$ cat src/rtl/serial_adder_ctrl_if.sv
// Purpose: groups the request/response signals of the bit-serial adder sequencer.
//   The master issues start/A/B/cin. The slave (serial_adder_ctrl) answers with
//   busy/done/sum/carryOut.
// Ports (members):
//   start    - request a new addition (master -> slave)
//   A, B     - WIDTH-bit operands (master -> slave)
//   cin      - initial carry-in (master -> slave)
//   busy     - sequencer is stepping through bits (slave -> master)
//   done     - one-cycle completion strobe (slave -> master)
//   sum      - WIDTH-bit registered result (slave -> master)
//   carryOut - registered final carry (slave -> master)
interface serial_adder_ctrl_if #(
  parameter int WIDTH = 8
);
  logic             start;
  logic [WIDTH-1:0] A;
  logic [WIDTH-1:0] B;
  logic             cin;
  logic             busy;
  logic             done;
  logic [WIDTH-1:0] sum;
  logic             carryOut;

  modport master (
    output start, A, B, cin,
    input  busy, done, sum, carryOut
  );

  modport slave (
    input  start, A, B, cin,
    output busy, done, sum, carryOut
  );
endinterface

$ cat src/rtl/serial_adder_ctrl.sv
// Purpose: bit-serial WIDTH-bit adder sequencer. It captures A/B/cin on an
//   accepted start, then pushes one bit pair per clock, LSB first, through a
//   one-bit full-adder cell. The carry is held in a flip-flop between bits, and
//   the sum bits collect in an accumulator. After the last bit the result is
//   latched into sum/carryOut and done pulses for one cycle.
// Ports:
//   clk   - system clock, rising edge
//   reset - synchronous active-high reset, dominates everything
//   bus   - slave side of serial_adder_ctrl_if (start/A/B/cin in,
//           busy/done/sum/carryOut out)
module serial_adder_ctrl #(
  parameter int WIDTH = 8
) (
  input  logic                 clk,
  input  logic                 reset,
  serial_adder_ctrl_if.slave   bus
);

  localparam int CNT_W = $clog2(WIDTH) + 1;
  localparam logic [CNT_W-1:0] LAST_BIT = CNT_W'(WIDTH - 1);

  typedef enum logic [1:0] {
    S_IDLE = 2'd0,
    S_RUN  = 2'd1,
    S_DONE = 2'd2
  } state_t;

  // One-bit full-adder cell: sum bit and carry (majority) as helpers
  function automatic logic fa_sum(input logic x, input logic y, input logic ci);
    return x ^ y ^ ci;
  endfunction

  function automatic logic fa_carry(input logic x, input logic y, input logic ci);
    return (x & y) | (x & ci) | (y & ci);
  endfunction

  state_t           state_q, state_d;
  logic [WIDTH-1:0] sha_q, sha_d;
  logic [WIDTH-1:0] shb_q, shb_d;
  logic             creg_q, creg_d;
  logic [CNT_W-1:0] cnt_q, cnt_d;
  logic [WIDTH-1:0] acc_q, acc_d;
  logic [WIDTH-1:0] sum_q, sum_d;
  logic             cout_q, cout_d;

  logic             z_s;
  logic             c_s;
  logic [WIDTH-1:0] acc_shift_s;

  assign z_s = fa_sum(sha_q[0], shb_q[0], creg_q);
  assign c_s = fa_carry(sha_q[0], shb_q[0], creg_q);

  // The new sum bit enters at the MSB, so after WIDTH shifts bit 0 lands at index 0.
  // A one-bit accumulator has no upper bits to keep, so it gets its own branch.
  generate
    if (WIDTH == 1) begin : g_acc_w1
      assign acc_shift_s = z_s;
    end else begin : g_acc_wn
      assign acc_shift_s = {z_s, acc_q[WIDTH-1:1]};
    end
  endgenerate

  // State and datapath registers with synchronous reset
  always_ff @(posedge clk) begin
    if (reset) begin
      state_q <= S_IDLE;
      sha_q   <= '0;
      shb_q   <= '0;
      creg_q  <= 1'b0;
      cnt_q   <= '0;
      acc_q   <= '0;
      sum_q   <= '0;
      cout_q  <= 1'b0;
    end else begin
      state_q <= state_d;
      sha_q   <= sha_d;
      shb_q   <= shb_d;
      creg_q  <= creg_d;
      cnt_q   <= cnt_d;
      acc_q   <= acc_d;
      sum_q   <= sum_d;
      cout_q  <= cout_d;
    end
  end

  // Next-state and datapath update logic
  always_comb begin
    state_d = state_q;
    sha_d   = sha_q;
    shb_d   = shb_q;
    creg_d  = creg_q;
    cnt_d   = cnt_q;
    acc_d   = acc_q;
    sum_d   = sum_q;
    cout_d  = cout_q;

    case (state_q)
      S_IDLE: begin
        if (bus.start) begin
          sha_d   = bus.A;
          shb_d   = bus.B;
          creg_d  = bus.cin;
          cnt_d   = '0;
          acc_d   = '0;
          state_d = S_RUN;
        end else begin
          state_d = S_IDLE;
        end
      end
      S_RUN: begin
        creg_d = c_s;
        acc_d  = acc_shift_s;
        sha_d  = sha_q >> 1;
        shb_d  = shb_q >> 1;
        cnt_d  = cnt_q + CNT_W'(1);
        // The last bit also publishes the result. sum/carryOut stay
        // untouched for the rest of the run.
        if (cnt_q == LAST_BIT) begin
          sum_d   = acc_shift_s;
          cout_d  = c_s;
          state_d = S_DONE;
        end else begin
          state_d = S_RUN;
        end
      end
      S_DONE: begin
        state_d = S_IDLE;
      end
      default: begin
        state_d = S_IDLE;
      end
    endcase
  end

  assign bus.busy     = (state_q == S_RUN);
  assign bus.done     = (state_q == S_DONE);
  assign bus.sum      = sum_q;
  assign bus.carryOut = cout_q;

endmodule

$ cat src/flat_wrapper.sv
// flat-port wrapper written by rule: the top's interface ports become plain ports
module serial_adder_ctrl_flat 
#(
  parameter int WIDTH = 8
)
  (clk, reset, bus_start, bus_A, bus_B, bus_cin, bus_busy, bus_done, bus_sum, bus_carryOut);
  serial_adder_ctrl_if #(.WIDTH(WIDTH)) bus_i ();
  input  logic clk;
  input  logic reset;
  input wire logic [$bits(bus_i.start)-1:0] bus_start;
  input wire logic [$bits(bus_i.A)-1:0] bus_A;
  input wire logic [$bits(bus_i.B)-1:0] bus_B;
  input wire logic [$bits(bus_i.cin)-1:0] bus_cin;
  output wire logic [$bits(bus_i.busy)-1:0] bus_busy;
  output wire logic [$bits(bus_i.done)-1:0] bus_done;
  output wire logic [$bits(bus_i.sum)-1:0] bus_sum;
  output wire logic [$bits(bus_i.carryOut)-1:0] bus_carryOut;
  assign bus_i.start = bus_start;
  assign bus_i.A = bus_A;
  assign bus_i.B = bus_B;
  assign bus_i.cin = bus_cin;
  assign bus_busy = bus_i.busy;
  assign bus_done = bus_i.done;
  assign bus_sum = bus_i.sum;
  assign bus_carryOut = bus_i.carryOut;
  serial_adder_ctrl #(.WIDTH(WIDTH)) u_core (.clk(clk), .reset(reset), .bus(bus_i));
endmodule
$ cat config.mk
export PLATFORM = sky130hd
export DESIGN_NAME = serial_adder_ctrl_flat
export DESIGN_NICKNAME = d
export VERILOG_FILES = /design/src/rtl/serial_adder_ctrl_if.sv /design/src/rtl/serial_adder_ctrl.sv /design/src/flat_wrapper.sv
export SDC_FILE = /design/constraint.sdc
export NUM_CORES = 1
export LEC_CHECK = 0
export ABC_AREA = 1
export BUFFER_PORTS_ARGS = -buffer_cell sky130_fd_sc_hd__buf_4
export CAP_MARGIN = 20
export CELL_PAD_IN_SITES_DETAIL_PLACEMENT = 0
export CELL_PAD_IN_SITES_GLOBAL_PLACEMENT = 1
export CORE_ASPECT_RATIO = 0.7
export CORE_MARGIN = 3
export CORE_UTILIZATION = 38
export DETAILED_ROUTE_END_ITERATION = 8
export GPL_TIMING_DRIVEN = 0
export PLACE_DENSITY_LB_ADDON = 0.1
export SKIP_LAST_GASP = 1
export SLEW_MARGIN = 40
export SYNTH_ARGS = -nofsm -noshare
export SYNTH_HDL_FRONTEND = slang
export SYNTH_SLANG_ARGS = --single-unit
$ cat constraint.sdc
create_clock -name clk -period 1.5 [get_ports clk]
set_clock_uncertainty 0.1 [all_clocks]
set_input_delay 0.075 -clock clk [delete_from_list [all_inputs] [get_ports clk]]
set_output_delay 0.075 -clock clk [all_outputs]
set_load 0.1 [all_outputs]
Yosys cells after proc, flatten, opt, wreduce, memory -nomap -nowiden --
Index checks and enable logic that the tools add are counted.
Cells by class: add/sub/neg operators 1, equal/unequal tests 4, muxes and demuxes 13, bitwise logic cells 7, reduce and logical (&&, ||, !) cells 4
Operators with widths (number):
- one-hot mux 8 bit (2 select lines) | 3
- 2-to-1 mux 8 bit | 3
- one-hot mux 4 bit (2 select lines) | 1
- adder 4 x 1 -> 4 bit (second input constant) | 1
- equality test 4 x 3 -> 1 bit (second input constant) | 1
- 2-to-1 mux 4 bit | 1
- one-hot mux 2 bit (2 select lines) | 1
- AND reduction 2 bit | 2
- AND 1 bit | 3
- equality test 2 x 1 -> 1 bit (second input constant) | 1
- equality test 2 bit (second input constant) | 1
- zero test 2 bit | 1
- 2-to-1 mux 1 bit | 2
- 2-to-1 mux 2 bit | 1
- != test 2 bit (second input constant) | 1
- bitwise OR 1 bit | 2
- one-hot mux 1 bit (2 select lines) | 1
- nonzero test 2 bit | 1
- XOR 1 bit | 2
Word-level totals: register bits after elaboration 40, bits of input ports 20, output and inout bits 11, logic and storage cells 37

Logic depth before layout (Yosys ltp) --
Gate-level depths: netlist (run 1).
word-level depth 4, gate-level depth with buffers 7, mapped depth without buffers 7

Worst setup path before layout (run 1) --
OpenSTA, ideal clock, no wires.
kind reg-to-output, from reg u_core.state_q[1], to out bus_done, data arrival time 1.697 ns, required time 1.325 ns, path slack -0.372 ns, stages on the path, launching flop included 3, path buffers 0, cells stage by stage dfxtp_1 > inv_2 > nor2_1
Between the ends: longest elaborated chain between the ends 1
Ends and longest elaborated chain:
- start: declaration | RTL line serial_adder_ctrl.sv:37 | state_t state_q, state_d;
- start signal: assignment | RTL line serial_adder_ctrl.sv:75 | state_q <= state_d;
- equality test 2 bit | RTL line serial_adder_ctrl.sv:136 | assign bus.done = (state_q == S_DONE);
- end: declaration | RTL line flat_wrapper.sv:15 | output wire logic [$bits(bus_i.done)-1:0] bus_done;
Every way passes these cells.

Worst setup path in the final report (run 1) --
from reg u_core.state_q[0], to out bus_busy
Between the ends: longest elaborated chain between the ends 1
Ends and longest elaborated chain:
- equality test 2 x 1 -> 1 bit | RTL line serial_adder_ctrl.sv:135 | assign bus.busy = (state_q == S_RUN);
- end: declaration | RTL line flat_wrapper.sv:14 | output wire logic [$bits(bus_i.busy)-1:0] bus_busy;
Every way passes these cells.

==> results.cfg, run 1 <==
[die]
start_util_pct = 40.5
die_height_um = 60.9
die_area_mm2 = 0.00514
io_pins = 31
die_w_um = 84.4
core_region_area_mm2 = 0.00404
rows = 19

[yosys]
synth_cell_type_count = 17
synth_area_leaders = dfxtp_1 (48%), nand2_1 (19%), nor2_1 (8.0%)
synthFlopType = dfxtp_1
yosys-top-cells-count = nand2_1 (85), dfxtp_1 (39), nor2_1 (35), nand3_1 (20), a21oi_1 (14)
synth_top_cell_by_area = dfxtp_1
syn_avg_cell_area_um2 = 6.96
synthCells = 235
synth_area_mm2 = 0.00164
async_reset_ff_share_pct = 0
ys.warnings.count = 0
ys_ff_latch = 39
synth_edf_count = 0
syn_nets = 257
yosysTopAreaCellShare_pct = 47.7
synth.most_common_cell = nand2_1
seq_area_frac_synth_pct = 47.7

[critical_path]
timing.rr.start = u_core.state_q[0]$_SDFF_PP0_
critPathCapture = bus_busy
end_kind = output pin
r2r_setup_slack_ns = 0.11
r2r_end = u_core.bus.sum[0]$_SDFFE_PP0P_
arrival_ns = 1.27
crit_type = reg2out
critPathMaxFanout = 10
r2r_cells = 6
critPathLaunch = u_core.state_q[0]$_SDFF_PP0_
start_kind = register
required_ns = 1.32

[sta]
relSlewSlack_pct = 65.4
setup_violations = 0
max_freq_mhz = 694
slew_violations = 0
rsz0062_at_grt = yes
post-route-period-util_pct = 96.0
timing.hold.ws_ns = 0.00935
hold_viol_final = 0
min_period_ns = 1.44
worst_pin_slew_ns = 0.519

[detailed_routing]
drc = 0
vias_per_cell = 4.67
via_count = 1575
wire_per_inst_um = 11.9
drt_first_pass_iters = 4
antenna_left = 0
drt_iter0_drc = 109
routed_wl_mm = 4.00

[pwr]
pwr-share-clk_pct = 42.0
vdd_drop_max_v = 0.000489
p_int_mw = 1.88
p_switching_uw = 563
power.total_mw = 2.44
seqPwrFrac_pct = 45.5
p_leak_nw = 1.03
p_comb_share_pct = 12.5
swShare_pct = 23.1
pwr_density_cell_mw_per_mm2 = 1100

[job]
cap_violations = 0

[cts]
cts_tree = built
root_buffer = clkbuf_8
clk_pin_slew_worst_paths_ns = 0.07
clock_sinks = 39
cts-htree-levels = 2
clock_path_buffers = 2
cts_buffers = 5
clk-insertion-delay-late_ns = 0.29

[grt]
grt_max_degree = 13
grt_usage_pct = 16.5
busiest_layer = met1
met2_usage_pct = 24.0
grt-ovfl-total = 0
met1_usage_pct = 24.1
grt_pass1_wl_mm = 6.59
use_met3_pct = 4.48
antenna_found_initial = 0
first_global_vias = 1396

[layout]
fin_nets = 306
drive_above_1_share_pct = 21.4
final_area_mm2 = 0.00221
final.fill_count = 419
diodes = 0
area_growth_pct = 35.2

[place]
place_hpwl_mm = 2.67
gp_congestion = 0.745
io_buffers = 28
placed_area_mm2 = 0.00192

[outcome]
status = complete, no violations

[worst_hold_path]
hp-class = in2reg
area by class of cell:
class / count / area, um^2 / area share [%]
multi-input cells: 175 / 792 / 35.8
flip-flops and latches: 39 / 785 / 35.4
repair buffers: 40 / 332 / 15.0
clock buffers: 6 / 72.6 / 3.28
well taps: 52 / 65.1 / 2.94
plain buffers: 11 / 62.6 / 2.83
clock inverters: 2 / 60.1 / 2.71
inverters: 12 / 45.0 / 2.04
per-layer routing:
| metal | up-vias | share of wire (%) |
|---|---|---|
| li1 | 839 | - |
| met1 | 692 | 53 |
| met2 | 37 | 39 |
| met3 | 7 | 6.1 |
| met4 | 0 | 1.0 |
| met5 | - | 0 |
sequential cells by signal, indices dropped and copies added, names as in the netlist:
signal               count
u_core.acc_q             7
u_core.bus.carryOut      1
u_core.bus.sum           8
u_core.cnt_q             4
u_core.creg_q            1
u_core.sha_q             8
u_core.shb_q             8
u_core.state_q           2
power by group through the flow:
stage / sequential (mW) / clock (mW) / combinational, mW
floorplan: 1.12 / 0 / 0.184
global placement: 1.13 / 0 / 0.271
detailed placement: 1.13 / 0 / 0.271
CTS: 1.11 / 1.06 / 0.303
global route: 1.11 / 1.08 / 0.350
finish: 1.11 / 1.02 / 0.305
critical path: stages, from the launching register on:
cell	delay (ns)
dfxtp_2	0.39
inv_2	0.06
nor2_4	0.12
buf_4	0.18
buf_6	0.24
how the worst min path moves through the flow:
stage                                        end  startpoint  depth (start not counted)  slack, ns
detailed placement  u_core.shb_q[7]$_SDFFE_PP0P_    bus_B[7]                          3       0.24
global route        u_core.sha_q[3]$_SDFFE_PP0P_    bus_A[3]                          5       0.06
global placement    u_core.shb_q[7]$_SDFFE_PP0P_    bus_B[7]                          3       0.23
finish              u_core.sha_q[6]$_SDFFE_PP0P_    bus_A[6]                          5      0.009
CTS                 u_core.sha_q[0]$_SDFFE_PP0P_    bus_A[0]                          5      0.002
floorplan           u_core.sha_q[7]$_SDFFE_PP0P_    bus_A[7]                          2       0.12
cell families after synthesis:
kind of cell	count (synthesis)	share of synthesized area [%]
AND/OR/NAND/NOR	143	35.7
flip-flops	39	47.7
AO/OA/AOI/OAI	28	8.56
buffers and inverters	23	6.04
adder cells (fa/ha/maj)	2	1.99
metrics by stage:
step / util [%] / setup WS [ns] / TNS [ns] / cells
2_1_floorplan: - / 0.0940 / 0 / 235
5_1_grt: 54.8 / -0.00690 / -0.00690 / 337
6_report: 54.8 / 0.0597 / 0 / 337
3_5_place_dp: 47.4 / -0.0188 / -0.0486 / 315
4_1_cts: 54.1 / -0.00270 / -0.00270 / 336
3_3_place_gp: 47.4 / 0.00287 / 0 / 315
placed cells by master, fill, tap and decap left out:
cell,instances
nand2_1,82
dlygate4sd3_1,11
nor2_4,4
bufinv_16,2
nor2_2,1
o21ai_0,13
nand2_2,4
ha_1,1
buf_4,29
clkbuf_1,2
fa_1,1
dfxtp_2,3
dfxtp_1,36
buf_2,6
nand2_4,1
clkbuf_8,5
o21ai_1,1
clkbuf_2,2
nand3_1,20
nor2_1,33
a21oi_1,14
inv_1,10
buf_6,2
inv_2,2
what timing repair did:
| action | 4_1_cts | 5_1_grt |
|---|---|---|
| hold endpoints to repair | 11 | 0 |
| gates cloned | 1 | 1 |
| setup endpoints to repair | 11 | 23 |
| hold buffers | 11 | 0 |
| pin swaps | 2 | 4 |
| resized for setup | 4 | 9 |
| setup buffers | 1 | 0 |
No activity file was read; power rests on OpenSTA's default activity.
==> run 2: changes to the inputs <==
--- a/config.mk
+++ b/config.mk
@@ -12,7 +12,7 @@
 export CELL_PAD_IN_SITES_GLOBAL_PLACEMENT = 1
 export CORE_ASPECT_RATIO = 0.7
 export CORE_MARGIN = 3
-export CORE_UTILIZATION = 38
+export CORE_UTILIZATION = 35
 export DETAILED_ROUTE_END_ITERATION = 8
 export GPL_TIMING_DRIVEN = 0
 export PLACE_DENSITY_LB_ADDON = 0.1
==> run 2 against run 1 <==
  * Final cell count rose by 0.59%
  * Sequential power barely moved
  * Flip-flop and latch count did not move
  * Clock power fell by 31%
  * First-iteration DRC count fell by 9.2%
  * Highest routed layer unchanged
==> results.cfg, run 2 (synthesis results as in run 1) <==
[detailed_routing]
antenna_left = 0
drt_first_pass_iters = 4
via_count = 1531
drt_iter0_drc = 99
routed_wl_mm = 4.17
vias_per_cell = 4.52
wire_per_inst_um = 12.3
drc = 0

[sta]
setup_ws_ns = 0.0489
fin_setup_tns_ns = 0
setup_violations = 0
hold_viol_final = 0
max_freq_mhz = 689
min_period_ns = 1.45
post-route-period-util_pct = 96.7
slew_violations = 0
relSlewSlack_pct = 63.5
timing.hold.ws_ns = 0.00361
rsz0062_at_grt = yes
worst_pin_slew_ns = 0.547

[cts]
cts-htree-levels = 2
clock_sinks = 39
clk_pin_slew_worst_paths_ns = 0.08
root_buffer = clkbuf_8
cts_tree = built
clk-insertion-delay-late_ns = 0.29
clock_path_buffers = 2
cts_buffers = 5

[place]
dp.cells = 318
io_buffers = 28
gp_congestion = 0.748
dp_worst_setup_slack_ns = -0.0374
place_hpwl_mm = 2.76
placed_area_mm2 = 0.00192

[die]
die_height_um = 63.2
io_pins = 31
rows = 20
die_w_um = 87.7
die_area_mm2 = 0.00555
core_region_area_mm2 = 0.00443
start_util_pct = 36.9

[layout]
drive_above_1_share_pct = 22.2
final_area_mm2 = 0.00218
final_common_cell = nand2_1
final_cell_mix = nand2_1 (82), dfxtp_1 (35), nor2_1 (32), buf_4 (30), nand3_1 (20)
area_growth_pct = 33.0
finish.utilization_pct = 49.1
fin_nets = 305
final_cells = 339
diodes = 0

[critical_path]
r2r_cells = 7
crit_slowest_cell = dfxtp_2
slowest_delay_ns = 0.39
critPathLaunch = u_core.state_q[0]$_SDFF_PP0_
critPathMaxFanout = 10
path_cells = inv_2 > nor2_4 > buf_4 > buf_8
end_kind = output pin
start_kind = register
timing.rr.start = u_core.cnt_q[0]$_SDFFE_PP0P_
r2r_end = u_core.bus.sum[4]$_SDFFE_PP0P_
crit_type = reg2out
crit_family = buffers and inverters
path_depth = 4
arrival_ns = 1.28
path_buf_inv = 3
r2r_setup_slack_ns = 0.12
required_ns = 1.32
critPathCapture = bus_busy

[grt]
grt_max_degree = 13
grt_pass1_wl_mm = 6.98
grt-ovfl-total = 0
antenna_found_initial = 0
grt_usage_pct = 16.3
first_global_vias = 1432

[pwr]
seqPwrFrac_pct = 52.1
pwr_density_cell_mw_per_mm2 = 978
swShare_pct = 28.1
vdd_drop_max_v = 0.000444
power.total_mw = 2.13
p_int_mw = 1.53
p_switching_uw = 597
p_comb_share_pct = 14.7
p_leak_nw = 0.989
pwr-share-clk_pct = 33.3

[job]
cap_violations = 0

[worst_hold_path]
hp-class = in2reg

[outcome]
status = complete, no violations
-- run 2: changes by cell type in the layout (fill, tap and decap cells not counted), sizes merged --
cell         previous run  this run
bufinv                  2         0
buf                    37        40
nand2                  87        86
dlygate4sd3            11        10
clkbuf                  9         6
clkinv                  0         3
-- run 2: how the worst min path moves through the flow --
stage,to,cells past startpoint,slack (ns),start
2_1_floorplan,u_core.sha_q[7]$_SDFFE_PP0P_,2,0.12,bus_A[7]
3_3_place_gp,u_core.sha_q[7]$_SDFFE_PP0P_,3,0.24,bus_A[7]
3_5_place_dp,u_core.sha_q[7]$_SDFFE_PP0P_,3,0.24,bus_A[7]
4_1_cts,u_core.shb_q[2]$_SDFFE_PP0P_,5,0.003,bus_B[2]
5_1_grt,u_core.shb_q[2]$_SDFFE_PP0P_,5,0.03,bus_B[2]
6_report,u_core.shb_q[6]$_SDFFE_PP0P_,5,0.004,bus_B[6]
-- run 2: final cells by class --
type | count | area (um^2)
Fill cell | 460 | 2250
Multi-Input combinational cell | 174 | 800
Sequential cell | 39 | 786
Timing Repair Buffer | 40 | 333
Clock buffer | 5 | 68.8
Tap cell | 55 | 68.8
Buffer | 11 | 60.1
Inverter | 12 | 45.0
Clock inverter | 3 | 15.0
-- run 2: timing repair --
action	CTS	global route
hold endpoints to repair	10	0
hold buffers	10	0
setup buffers	2	0
resized for setup	4	12
setup endpoints to repair	13	24
pin swaps	2	3
gates cloned	1	0
-- run 2: worst register-to-register path, stage by stage (launching register included) --
cell and delay (ns):
dfxtp_2 0.36, ha_2 0.19, nand2_2 0.08, nor2_4 0.18
nand2_8 0.11, nor2_4 0.17, nand2_1 0.08, nand2_1 0.06
-- run 2: power by group through the flow --
stage          clock network, mW  logic [mW]  registers, mW
2_1_floorplan                  0       0.184           1.12
3_3_place_gp                   0       0.275           1.13
3_5_place_dp                   0       0.273           1.13
4_1_cts                    0.718       0.308           1.11
5_1_grt                    0.766       0.356           1.11
6_report                   0.708       0.313           1.11
-- run 2: routing by layer --
layer  global-route usage, %  vias to the layer above  share of wire (%)  wire length [um]
met1                    25.1                      664                 54              2270
met3                    4.71                        4                5.0               210
li1                        -                      834                  -                 -
met4                    4.60                        0               0.84                35
met2                    21.6                       29                 40              1650
met5                       0                        -                  0                 0
